<file path="src/rtl/systolic_row_feeder.sv">
// West-edge operand feeder for the systolic array: skews A-operand lanes, then drains zeros.
// Optional accepted-beat counter output k_count is enabled by defining FEEDER_KCOUNT_EN.
module systolic_row_feeder #(
    parameter int unsigned DATA_WIDTH = 16,
    parameter int unsigned ROWS       = 4,
    parameter int unsigned COLS       = 4
) (
    input  logic                       clk,
    input  logic                       rst_n,
    input  logic                       start,
    input  logic                       in_valid,
    output logic                       in_ready,
    input  logic [ROWS*DATA_WIDTH-1:0] in_data,
    input  logic                       in_last,
    output logic [ROWS*DATA_WIDTH-1:0] a_lane,
    output logic                       arr_en,
    output logic                       arr_clr,
    output logic                       busy,
`ifdef FEEDER_KCOUNT_EN
    output logic                       done,
    output logic [15:0]                k_count
`else
    output logic                       done
`endif
);

    localparam int unsigned DRAIN_LEN = ROWS + COLS - 2;
    localparam int unsigned CNT_W     = $clog2(ROWS + COLS);

    typedef enum logic [2:0] {StIdle, StClear, StFeed, StDrain, StDone} state_e;

    state_e           state_q, state_d;
    logic [CNT_W-1:0] cnt_q, cnt_d;
    logic             advance;
    logic             arr_en_q;
    logic             done_q;

    always_ff @(posedge clk or negedge rst_n) begin
        if (!rst_n) begin
            state_q <= StIdle;
            cnt_q   <= '0;
        end else begin
            state_q <= state_d;
            cnt_q   <= cnt_d;
        end
    end

    always_comb begin
        state_d = state_q;
        cnt_d   = cnt_q;
        unique case (state_q)
            StIdle:  if (start) state_d = StClear;
            StClear: state_d = StFeed;
            StFeed: begin
                if (in_valid && in_last) begin
                    if (DRAIN_LEN == 0) begin
                        state_d = StDone;
                    end else begin
                        state_d = StDrain;
                        cnt_d   = CNT_W'(DRAIN_LEN - 1);
                    end
                end
            end
            StDrain: begin
                if (cnt_q == '0) state_d = StDone;
                else             cnt_d   = cnt_q - 1'b1;
            end
            StDone:  state_d = StIdle;
            default: state_d = StIdle;
        endcase
    end

    always_comb begin
        in_ready = (state_q == StFeed);
        arr_clr  = (state_q == StClear);
        busy     = (state_q != StIdle);
        advance  = ((state_q == StFeed) && in_valid) || (state_q == StDrain);
    end

    // Enable lines up with the cycle the shifted lane values become visible.
    always_ff @(posedge clk or negedge rst_n) begin
        if (!rst_n) begin
            arr_en_q <= 1'b0;
            done_q   <= 1'b0;
        end else begin
            arr_en_q <= advance;
            done_q   <= (state_q == StDone);
        end
    end

    assign arr_en = arr_en_q;
    assign done   = done_q;

    for (genvar r = 0; r < ROWS; r++) begin : g_lane
        logic [DATA_WIDTH-1:0] sr_q [r+1];

        always_ff @(posedge clk or negedge rst_n) begin
            if (!rst_n) begin
                for (int i = 0; i <= r; i++) sr_q[i] <= '0;
            end else if (state_q == StClear) begin
                for (int i = 0; i <= r; i++) sr_q[i] <= '0;
            end else if (advance) begin
                sr_q[0] <= (state_q == StFeed) ? in_data[r*DATA_WIDTH +: DATA_WIDTH] : '0;
                for (int i = 1; i <= r; i++) sr_q[i] <= sr_q[i-1];
            end
        end

        assign a_lane[r*DATA_WIDTH +: DATA_WIDTH] = sr_q[r];
    end

`ifdef FEEDER_KCOUNT_EN
    logic [15:0] kc_q;

    always_ff @(posedge clk or negedge rst_n) begin
        if (!rst_n) begin
            kc_q <= '0;
        end else if (state_q == StClear) begin
            kc_q <= '0;
        end else if ((state_q == StFeed) && in_valid && (kc_q != 16'hFFFF)) begin
            kc_q <= kc_q + 16'd1;
        end
    end

    assign k_count = kc_q;
`endif

endmodule

</file>
<file path="config.mk">
export PLATFORM = sky130hd
export DESIGN_NAME = systolic_row_feeder
export DESIGN_NICKNAME = d
export VERILOG_FILES = /design/src/rtl/systolic_row_feeder.sv
export SDC_FILE = /design/constraint.sdc
export NUM_CORES = 1
export LEC_CHECK = 0
export CORE_MARGIN = 3
export CORE_UTILIZATION = 50
export DETAILED_ROUTE_END_ITERATION = 10
export DONT_BUFFER_PORTS = 1
export PLACE_DENSITY_LB_ADDON = 0.3
export SLEW_MARGIN = 20
export SYNTH_ARGS = -nofsm -noshare
export SYNTH_HDL_FRONTEND = slang
export SYNTH_SLANG_ARGS = --single-unit
</file>
<file path="constraint.sdc">
create_clock -name clk -period 3.1 [get_ports clk]
set_input_delay 0.31 -clock clk [delete_from_list [all_inputs] [get_ports clk]]
set_output_delay 0.31 -clock clk [all_outputs]
set_load 0.03 [all_outputs]
</file>
# ---- After elaboration in Yosys (flattened, before gate mapping)
# Cells that the tools add are included.
dict set report totals {
  output_inout_bits 69
  ff_bits 168
  elab_cells 52
  ram_bits 0
  memories 0
  latchBits 0
  rom_bits 0
}
dict set report op_classes {
  n_mul 0
  bitwise_logic 0
  eq_ne 8
  n_lt_le_gt_ge 0
  n_div 0
  reduce_logical 10
  shift 0
  add_sub_neg 1
  muxes 19
}
# op count
set ops {}
lappend ops {{$mux 64} 2}
lappend ops {{$mux 16} 6}
lappend ops {{$mux 48} 2}
lappend ops {{$mux 32} 2}
lappend ops {{$mux 3} 5}
lappend ops {{$pmux 3 s4} 1}
lappend ops {{$eq 3x2->1 const B} 2}
lappend ops {{$logic_not 3->1} 2}
lappend ops {{$ne 2x2->1 const B} 3}
lappend ops {{$pmux 3 s2} 1}
lappend ops {{$reduce_and 3->1} 2}
lappend ops {{$reduce_bool 2->1} 2}
lappend ops {{$eq 3x1->1 const B} 1}
lappend ops {{$eq 3x3->1 const B} 1}
lappend ops {{$reduce_bool 3->1} 1}
lappend ops {{$sub 3x1->3 const B} 1}
lappend ops {{$logic_and 1x1->1} 2}
lappend ops {{$ne 2x1->1 const B} 1}
lappend ops {{$logic_or 1x1->1} 1}

# ---- Longest topological paths before layout
# Gate-level depths: netlist of the first run.
dict set report depth {
  word_depth 5
  ltp_mapped 7
}

# ---- Worst setup path after synthesis of the first run
# Ideal clock, no wire load.
dict set report synth_timing {
  path_kind {register -> output}
  startpoint {register state_q[2]}
  endpoint {output arr_clr}
  stages_incl_launch_ff 5
  required_ps 2790
  path_slack_ps 1574
  n_path_buf 3
  arrival_ps 1216
  cell_sequence {dfrtp_1 -> buf_4 -> buf_2 -> nor3b_4 -> buf_2}
}
dict set report synth_via {
  elab_chain_len 1
}
# element line
set synth_rtl {}
lappend synth_rtl {{start, declared} 32} ;# state_e state_q, state_d;
lappend synth_rtl {{start signal, assigned} 40} ;# state_q <= StIdle;
lappend synth_rtl {{start signal, assigned} 43} ;# state_q <= state_d;
lappend synth_rtl {{$eq 3x1->1} 75} ;# arr_clr = (state_q == StClear);
lappend synth_rtl {{end, declared} 17} ;# output logic arr_clr,
# Every way passes these cells.

# ---- Worst setup path in the final report of the first run
dict set report layout_timing {
  startpoint {register state_q[2]}
  endpoint {register g_lane[2].sr_q, in the netlist a_lane[35]}
}
dict set report layout_via {
  elab_chain_len 4
  word_cells_on_any_way 7
  classes_between {3 x eq/ne; 1 x mux; 3 x reduce/logical}
}
# element line
set layout_rtl {}
lappend layout_rtl {{$eq 3x2->1} 77} ;# advance = ((state_q == StFeed) && in_valid) || (state_q == StDrain);
lappend layout_rtl {{$logic_and 1x1->1} 77}
lappend layout_rtl {{$logic_or 1x1->1} 77}
lappend layout_rtl {{$reduce_bool 2->1 (no line)} --}
lappend layout_rtl {{end, declared} 95} ;# logic [DATA_WIDTH-1:0] sr_q [r+1];
# Parallel ways exist; a longest one is shown, timed or not.
# A chain may end at the register's enable or synchronous reset.

==> results of run 1 <==
-- logic make-up after synthesis --
| group | Yosys count | synth area share [%] |
|---|---|---|
| AND/OR/NAND/NOR | 175 | 10.8 |
| AO/OA/AOI/OAI | 328 | 23.7 |
| buffers and inverters | 143 | 10.5 |
| adder cells (fa/ha/maj) | 2 | 0.326 |
| flip-flops | 168 | 54.7 |
-- worst register-to-register path, cell delays in order, from the launching register on --
cell and delay [ns]:
dfrtp_4 0.80, nand2b_4 0.86, o21ai_0 0.29, a21oi_1 0.18
-- cell type report --
type / count / area (µm²)
fillers: 1359 / 6820
clock inverters: 11 / 103
inverters: 4 / 15.0
flip-flops and latches: 168 / 4210
repair buffers: 20 / 210
well taps: 184 / 230
multi-input cells: 505 / 2710
clock buffers: 19 / 453
-- sequential cells by signal, indices dropped and copies added, names as in the netlist --
register,flops
state_q,3
a_lane,48
g_lane.sr_q,112
arr_en,1
done,1
cnt_q,3
-- cell usage after synthesis (2+ instances only) --
cell type	number
ha_1	2
nor2_1	3
o21ai_1	5
nand2b_1	2
a21oi_1	98
o31ai_1	64
buf_4	58
nand2_1	64
buf_2	39
inv_1	4
nand3_1	96
o21ai_0	155
clkbuf_1	42
dfrtp_1	168
-- metrics by stage --
step	area, µm²	total power, W	std cells	utilization [%]	hold WS (ns)
6_report	7930	0.00967	911	53.7	-0.409
5_1_grt	7930	0.0104	911	53.7	-0.438
4_1_cts	7920	0.00978	910	53.7	-0.436
3_5_place_dp	7280	0.00778	872	49.4	0.0210
3_3_place_gp	7280	0.00759	872	49.4	0.0207
2_1_floorplan	7680	0.00744	816	-	0.0144
-- where the power goes --
| part | total [W] | internal, W | switching, W |
|---|---|---|---|
| combinational | 0.00295 | 0.00103 | 0.00192 |
| sequential | 0.00473 | 0.00326 | 0.00147 |
| clock | 0.00199 | 0.00114 | 0.000848 |
| total | 0.00967 | 0.00543 | 0.00424 |
-- worst max path at each step --
stage	cells after the start	slack, ns	end	startpoint
floorplan	4	1.57	arr_clr	state_q[2]$_DFFE_PN0P_
global placement	3	0.98	a_lane[53]$_DFFE_PN0P_	state_q[2]$_DFFE_PN0P_
detailed placement	3	0.87	a_lane[56]$_DFFE_PN0P_	state_q[2]$_DFFE_PN0P_
CTS	3	0.87	a_lane[56]$_DFFE_PN0P_	state_q[2]$_DFFE_PN0P_
global route	3	0.64	a_lane[34]$_DFFE_PN0P_	state_q[2]$_DFFE_PN0P_
finish	3	0.89	a_lane[35]$_DFFE_PN0P_	state_q[2]$_DFFE_PN0P_
-- cells in the final DEF (no fill, tap or decap), types with 4 or more instances in the layout --
cell type / netlist / final
a21oi_1: 98 / 97
buf_4: 58 / 8
clkbuf_16: 0 / 17
clkinv_4: 0 / 4
dfrtp_1: 168 / 167
dlygate4sd3_1: 0 / 9
inv_1: 4 / 4
nand2_1: 64 / 64
nand3_1: 96 / 96
o21ai_0: 155 / 155
o21ai_1: 5 / 5
o31ai_1: 64 / 64
-- metal layers --
layer,vias up,wire [µm]
li1,2636,-
met1,2706,7390
met4,0,342
met5,-,0
met3,22,909
met2,156,7920
==> results.md, run 1 <==
- Layout cells sized above 1: slightly below 7%
- WP data required: 3.44 ns
- Yosys top cell area share: between 50% and 60%
- Grt peak-use layer: met2
- Via count: around 5500
- Placed wire-length estimate: between 9000 and 10000 µm
- Setup WS pre-CTS: between 0.8 and 0.9 ns
- Min cycle time layout: about 2.2 ns
- Post-Syn Area: ~7700 µm²
- Violated checks: negative hold slack
- Status: finished, violations left
- Seq/Total Area, Yosys: 54.7%
- Max Fclk: around 450 MHz
- VDD IR max: about 990 µV
- Setup TNS: 0 ns
- Row count: 44
- Starting DRC count in detailed routing: 518
- Critical path, cell by cell: nand2b_4 > o21ai_0 > a21oi_1
- Cts hold-fix bufs: 8
- Met3 GRT Util: under 10%
- CTS Buf Count: 17
- Met1 usage: 28.1%
- DRC: 0
- Max stage delay on crit path: between 0.8 and 0.9 ns
- Synth-to-layout area growth: 3.28%
- Post-CTS Setup Inserts: 0
- Syn Inst Count: ~820
- RR Endpoint: a_lane[35]$_DFFE_PN0P_
- IO Count: 138
- Clock skew: 0.00823 ns
- Average size of a mapped cell: approximately 9.4 µm²
- Syn_nets: a little under 900
- Max-slew headroom: 39.1%
- Pwr dens: ~1200 nW/µm²
- H-tree levels: 4
- Area of the die: between 15000 and 20000 µm²
- CTS tree: done
- GRT Util Overall: between 20% and 30%
- Post_cts resized: 0
- # diodes: 0
- Async set-or-reset flop fraction in the synthesized netlist: 100%
- Core Region: approximately 15000 µm²
- CP max-delay cell: nand2b_4
- DR pass1 iterations: 5
- Synth area leader: dfrtp_1
- Die Wd: around 130 µm
- Die height: ~130 µm
- Num Clock Sinks: 168
- Final hold vios: around 170
- Skew-Pair Late Insertion Delay: ~0.42 ns
- DRT antenna net count: 0
- First-pass GRT wire length: between 20000 and 30000 µm
- CP bufs+invs: 0
- WS Path Type: flip-flop to flip-flop
- Hold WS: -0.409 ns
- RSZ-0062 raised after global routing: false
- #FFs+latches synth: ~170
- Main synth FF type: dfrtp_1
- Met2 usage: 30.9%
- Nature of the critical path endpoint: flip-flop
- Clock slew at reported path FFs: around 0.060 ns
- # setup viols final: 0
- Initial antenna violation count: 0
- Wire per inst: 18.2 µm
- WP data arrival: roughly 2.6 ns
- Reg2Reg Launch Point: state_q[2]$_DFFE_PN0P_
- Pin count of the biggest net entering global routing: approximately 170
- Reg2Reg Setup Slack: just under 0.9 ns
- Max-slew violations: 0
- Unique masters post-synth: 30
- Setup WS post-layout: 0.893 ns
- Drt total wl: approximately 17000 µm
- Slew @ Worst Pin: 0.914 ns
- Clock root cell: clkbuf_16
- Reg2Reg Depth: 3
- Max Root-Sink Buffers: 2
- CP top delay family: simple AND/OR/NAND/NOR gates
- Worst setup SP type: flip-flop
- MaxCap Viol Count: 0
- Nets: approximately 790
- Period utilization: 71.2%
- Max FO, Critical Path: 100
- Worst min path class: input port to asynchronous set/reset pin
- DR vias/cell: around 6
- GP Congestion: roughly 0.74
- Ys Warns: 0
- Post-synth EDFFs: 0
- Synth area leaders: dfrtp_1 (55%), o21ai_0 (10%), a21oi_1 (6.4%), nand3_1 (6.3%), o31ai_1 (6.3%)
- Initial Util: between 50% and 60%
- Number of port buffers: 0
- Grt total ovfl: 0
- Static leakage: 3.33 nW
- Number of global-route vias before repair: between 5000 and 6000
Power figures use the tool's default switching activity.
==> run 2: changes to the inputs <==
Clock period 3.1 ns to 1.86 ns, I/O delays scaled along.
==> run 2 against run 1 <==
Effect of this change: the flow still finishes with violations (negative hold slack); core utilization rose by 5.2 points; flip-flop and latch count did not move; non-clock buffer count rose by 63; via count rose by 6.7%; sequential share of layout area fell by 4.7 points; global-route usage rose by 1.4 points; hold slack got worse by 0.13 ns; power rose by 75%; final cell count rose by 7.1%; critical path type is now flip-flop to primary output; largest power group unchanged.
==> results.md, run 2 (same netlist as run 1, synthesis figures left out) <==
- Status: finished, violations left
- Violated checks: negative hold slack
- Number of port buffers: 0
- Reg2Reg Depth: 3
- Pwr dens: 1950 nW/µm²
- Nature of the critical path endpoint: primary output
- WS Path Type: flip-flop to primary output
- RR Endpoint: a_lane[47]$_DFFE_PN0P_
- Num Clock Sinks: between 150 and 200
- Max Root-Sink Buffers: 2
- Reg2Reg Setup Slack: about 0.2 ns
- Starting DRC count in detailed routing: just over 500
- Die Wd: ~130 µm
- Wire per inst: approximately 18 µm
- Nets: 850
- Commonest non-fill, non-tap cell in the layout: dfrtp_1
- Setup TNS: 0 ns
- Static leakage: 3.66 nW
- # diodes: 0
- Drt total wl: 18000 µm
- GP Congestion: between 0.7 and 0.8
- Layout cells sized above 1: about 7.3%
- Clock skew: between 0.007 and 0.008 ns
- Final hold vios: approximately 170
- Die height: about 130 µm
- Clock slew at reported path FFs: 0.06 ns
- Clock root cell: clkbuf_16
- DR vias/cell: slightly above 6
- CTS tree: done
- Placed wire-length estimate: 9460 µm
- WP data required: 1.67 ns
- GRT Util Overall: between 20% and 30%
- First-pass GRT wire length: 29300 µm
- Grt total ovfl: 0
- Synth-to-layout area growth: 13.3%
- Most frequent cells in the layout: dfrtp_1 (167), o21ai_0 (155), a21oi_1 (97)
- Post_cts resized: 0
- Via count: 5892
- Skew-Pair Late Insertion Delay: approximately 0.42 ns
- Initial Util: about 52%
- Area of the die: 16900 µm²
- Max FO, Critical Path: 40
- H-tree levels: 4
- Core Region: about 15000 µm²
- Cts hold-fix bufs: 65
- Max Fclk: 568 MHz
- Number of global-route vias before repair: between 5000 and 6000
- Row count: 44
- CTS Buf Count: 17
- Largest register FFs: approximately 110
- DRT antenna net count: 0
- Slew @ Worst Pin: ~1.1 ns
- DRC: 0
- # setup viols final: 0
- VDD IR max: 1090 µV
- Inst Count DP: ~900
- RSZ-0062 raised after global routing: false
- IO Count: ~140
- Pin count of the biggest net entering global routing: 169
- WP data arrival: 1.58 ns
- Worst min path class: input port to asynchronous set/reset pin
- Period utilization: around 95%
- DR pass1 iterations: 4
- MaxCap Viol Count: 0
- Layout Cells excl Fill: between 900 and 1000
- Min cycle time layout: approximately 1.8 ns
- Worst setup SP type: flip-flop
- Max-slew violations: 0
- Top reg by flops: g_lane.sr_q
- Reg2Reg Launch Point: state_q[0]$_DFFE_PN0P_
- Max-slew headroom: between 20% and 30%
- Hold WS: -0.540 ns
- Initial antenna violation count: 0
==> run 2: how the worst max path moves through the flow <==
stage,cells after the start,startpoint,to
2_1_floorplan,6,state_q[2]$_DFFE_PN0P_,cnt_q[1]$_DFFE_PN0P_
3_5_place_dp,3,state_q[0]$_DFFE_PN0P_,a_lane[48]$_DFFE_PN0P_
5_1_grt,3,state_q[0]$_DFFE_PN0P_,in_ready
3_3_place_gp,3,state_q[0]$_DFFE_PN0P_,a_lane[48]$_DFFE_PN0P_
6_report,3,state_q[0]$_DFFE_PN0P_,in_ready
4_1_cts,3,state_q[1]$_DFFE_PN0P_,arr_clr
==> run 2: final cells by class <==
| type | count | area, µm² |
|---|---|---|
| flip-flops and latches | 168 | 4210 |
| repair buffers | 83 | 923 |
| inverters | 4 | 15.0 |
| clock buffers | 18 | 439 |
| multi-input cells | 505 | 2710 |
| clock inverters | 14 | 173 |
| well taps | 184 | 230 |
| fillers | 1282 | 6050 |
==> run 2: metal layers <==
| metal | track usage [%] | vias to the layer above | part of all wire, % |
|---|---|---|---|
| li1 | - | 2770 | - |
| met1 | 30.2 | 2925 | 44 |
| met2 | 33.8 | 170 | 49 |
| met3 | 5.20 | 27 | 5.2 |
| met4 | 7.09 | 0 | 1.9 |
| met5 | 0 | - | 0 |
==> run 2: what timing repair did <==
item | in CTS | in global routing
gates cloned | 2 | 0
setup buffers | 0 | 1
pin swaps | 0 | 1
setup endpoints to repair | 1 | 1
endpoints found under the hold margin | 233 | 168
==> run 2: worst max-delay path, cell delays in order, from the launching register on <==
cell	delay (ns)
dfrtp_1	0.37
buf_4	0.19
nor3b_4	0.30
buf_12	0.26
==> run 2: through the flow <==
step                hold slack (ns)  util, %  setup WS, ns  power (W)  instance area [µm²]
finish                       -0.540     59.0        0.0988     0.0170                 8700
global route                 -0.565     59.0        0.0163     0.0182                 8700
CTS                          -0.560     58.9        0.0164     0.0171                 8690
detailed placement           -0.104     49.9         0.219     0.0132                 7360
global placement             -0.103     49.9         0.230     0.0129                 7360
floorplan                    -0.110        -         0.446     0.0124                 7680
==> run 2: where the power goes <==
group | internal (W) | switching, W | total, W
clock network | 0.00216 | 0.00147 | 0.00363
registers | 0.00544 | 0.00236 | 0.00780
logic | 0.00207 | 0.00347 | 0.00554
==> run 3: changes to the inputs <==
Clock period 1.86 ns to 1.55 ns, I/O delays scaled along.
==> run 3 against run 2 <==
Effect of this change: the run ends with negative hold slack, negative setup slack left; via count is 12% higher; power is 45% higher; sequential power is 22% higher; flip-flop and latch count stayed put; sequential share of layout area is 6.7 points lower; critical path depth is 1 higher; clock power is 15% higher; combinational power is 97% higher; core utilization is 9.6 points higher; die area stayed put; final cell count is 6.7% higher; first-iteration DRC count is 1.8% higher; critical path type unchanged; highest routed layer unchanged.
==> results.md, run 3 (same netlist as run 1, synthesis figures left out) <==
- Violated checks: negative hold slack, negative setup slack
- Final hold vios: 168
- GP Congestion: 0.780
- Core Region: roughly 15000 µm²
- Drt total wl: ~24000 µm
- Max FO, Critical Path: 7
- Slew @ Worst Pin: roughly 0.41 ns
- Clock slew at reported path FFs: 0.06 ns
- Initial Util: 52.0%
- DRC: 0
- CP max-delay cell: dfrtp_4
- Skew-Pair Late Insertion Delay: roughly 0.43 ns
- Cell mode on critical path: buf_12
- Wire per inst: about 23 µm
- Critical path, cell by cell: buf_6 > nor3b_4 > buf_12 > buf_12
- RSZ-0062 raised after global routing: true
- Setup TNS: -5.84 ns
- Period utilization: 109%
- Max Root-Sink Buffers: 2
- Num Clock Sinks: 168
- IO Count: around 140
- Hold WS: -0.574 ns
- Die Wd: 130 µm
- Largest register FFs: 112
- Max stage delay on crit path: ~0.51 ns
- Initial antenna violation count: 0
- Synth-to-layout area growth: 31.7%
- Nets: about 920
- VDD IR max: 1370 µV
- Number of port buffers: 0
- Pwr dens: approximately 2400 nW/µm²
- DR vias/cell: 6.32
- Reg2Reg Depth: 7
- CP Capture Point: arr_clr
- Worst min path class: input port to asynchronous set/reset pin
- Commonest non-fill, non-tap cell in the layout: dfrtp_1
- CTS tree: done
- Min cycle time layout: between 1.5 and 2 ns
- # setup viols final: 99
- Reg2Reg Launch Point: state_q[2]$_DFFE_PN0P_
- CTS Buf Count: 17
- Static leakage: ~4.3 nW
- MaxCap Viol Count: 0
- WS Path Type: flip-flop to primary output
- Setup WS post-layout: -0.135 ns
- Pin count of the biggest net entering global routing: 169
- Number of global-route vias before repair: just under 6000
- Max-slew violations: 0
- WP data arrival: ~1.5 ns
- Top reg by flops: g_lane.sr_q
- Max-slew headroom: between 70 and 80%
- Max Fclk: a little under 600 MHz
- Reg2Reg Setup Slack: -0.12 ns
- Most frequent cells in the layout: dfrtp_1 (166), o21ai_0 (98), nand3_1 (77), a21oi_1 (77), dlygate4sd3_1 (65)
- Nature of the critical path endpoint: primary output
- Worst setup SP type: flip-flop
- RR Endpoint: a_lane[57]$_DFFE_PN0P_
- GRT Util Overall: 22.4%
- Via count: 6577
- Clock skew: roughly 0.0070 ns
- Area of the die: between 15000 and 20000 µm²
- DR pass1 iterations: 5
- DRT antenna net count: 0
- WP data required: roughly 1.4 ns
- Status: finished, violations left
- # diodes: 0
- Layout cells sized above 1: between 20 and 25%
- Filler cell count in the final layout: ~1100
- Starting DRC count in detailed routing: between 500 and 600
- Grt total ovfl: 0
- CP startpoint: state_q[2]$_DFFE_PN0P_
- H-tree levels: 4
- Die height: approximately 130 µm
- Cts hold-fix bufs: 65
- Placed wire-length estimate: around 11000 µm
- Row count: 44
- Clock root cell: clkbuf_16
- First-pass GRT wire length: just over 30000 µm
run 3: changes by cell type in the layout (fill, tap and decap cells not counted), moves of 17 or more:
cell | before | now
a21oi_1 | 97 | 77
a21oi_2 | 0 | 20
clkbuf_16 | 17 | 34
nand3_1 | 96 | 77
o21ai_0 | 155 | 98
o21ai_1 | 5 | 60
o31ai_1 | 64 | 38
o31ai_2 | 0 | 26
run 3: metal layers:
layer | wire length [µm] | global-route usage, % | share of wire (%) | up-vias
li1 | - | - | - | 2915
met1 | 9590 | 30.3 | 41 | 3349
met2 | 11900 | 35.8 | 51 | 262
met3 | 1490 | 5.94 | 6.3 | 51
met4 | 493 | 6.91 | 2.1 | 0
met5 | 0 | 0 | 0 | -
run 3: worst min path at each step:
| stage | startpoint | slack (ns) | endpoint | depth (start not counted) |
|---|---|---|---|---|
| 3_3_place_gp | rst_n | -0.13 | a_lane[32]$_DFFE_PN0P_ | 0 |
| 4_1_cts | rst_n | -0.59 | a_lane[46]$_DFFE_PN0P_ | 0 |
| 6_report | rst_n | -0.57 | g_lane[2].sr_q[17]$_DFFE_PN0P_ | 0 |
| 2_1_floorplan | rst_n | -0.14 | a_lane[16]$_DFFE_PN0P_ | 0 |
| 3_5_place_dp | rst_n | -0.13 | g_lane[2].sr_q[16]$_DFFE_PN0P_ | 0 |
| 5_1_grt | rst_n | -0.60 | g_lane[2].sr_q[16]$_DFFE_PN0P_ | 0 |
run 3: layout make-up:
cell class	count	area [µm²]	share of cell area, %
Tap cell	184	230	2.28
Clock inverter	11	125	1.24
Sequential cell	168	4210	41.6
Inverter	4	15.0	0.148
Multi-Input combinational cell	507	3160	31.2
Timing Repair Buffer	146	1920	19.0
Clock buffer	21	450	4.45
run 3: timing repair:
action | 4_1_cts | 5_1_grt
pin swaps | 3 | 21
setup buffers | 8 | 13
hold endpoints to repair | 233 | 168
setup endpoints to repair | 4 | 153
resized for setup | 20 | 145
cloned | 2 | 28
run 3: worst max-delay path, delay by kind of cell, from the launching register on:
family	cells	cell delay (ns)
and+or+nand+nor	1	0.20
buffers and inverters	3	0.39
DFF	1	0.51
run 3: metrics by stage:
step / instance area, µm² / cells / total power, W / worst slack, ns / util (%)
floorplan: 7680 / 816 / 0.0149 / 0.136 / -
global placement: 7630 / 893 / 0.0160 / 0.0882 / 51.7
detailed placement: 7630 / 893 / 0.0164 / -0.0195 / 51.7
CTS: 9020 / 1000 / 0.0210 / -0.153 / 61.1
global route: 10100 / 1041 / 0.0257 / -0.195 / 68.5
finish: 10100 / 1041 / 0.0245 / -0.135 / 68.5
run 3: power breakdown:
group	switching [W]	internal, W
Sequential	0.00299	0.00653
Clock	0.00175	0.00241
Combinational	0.00602	0.00483
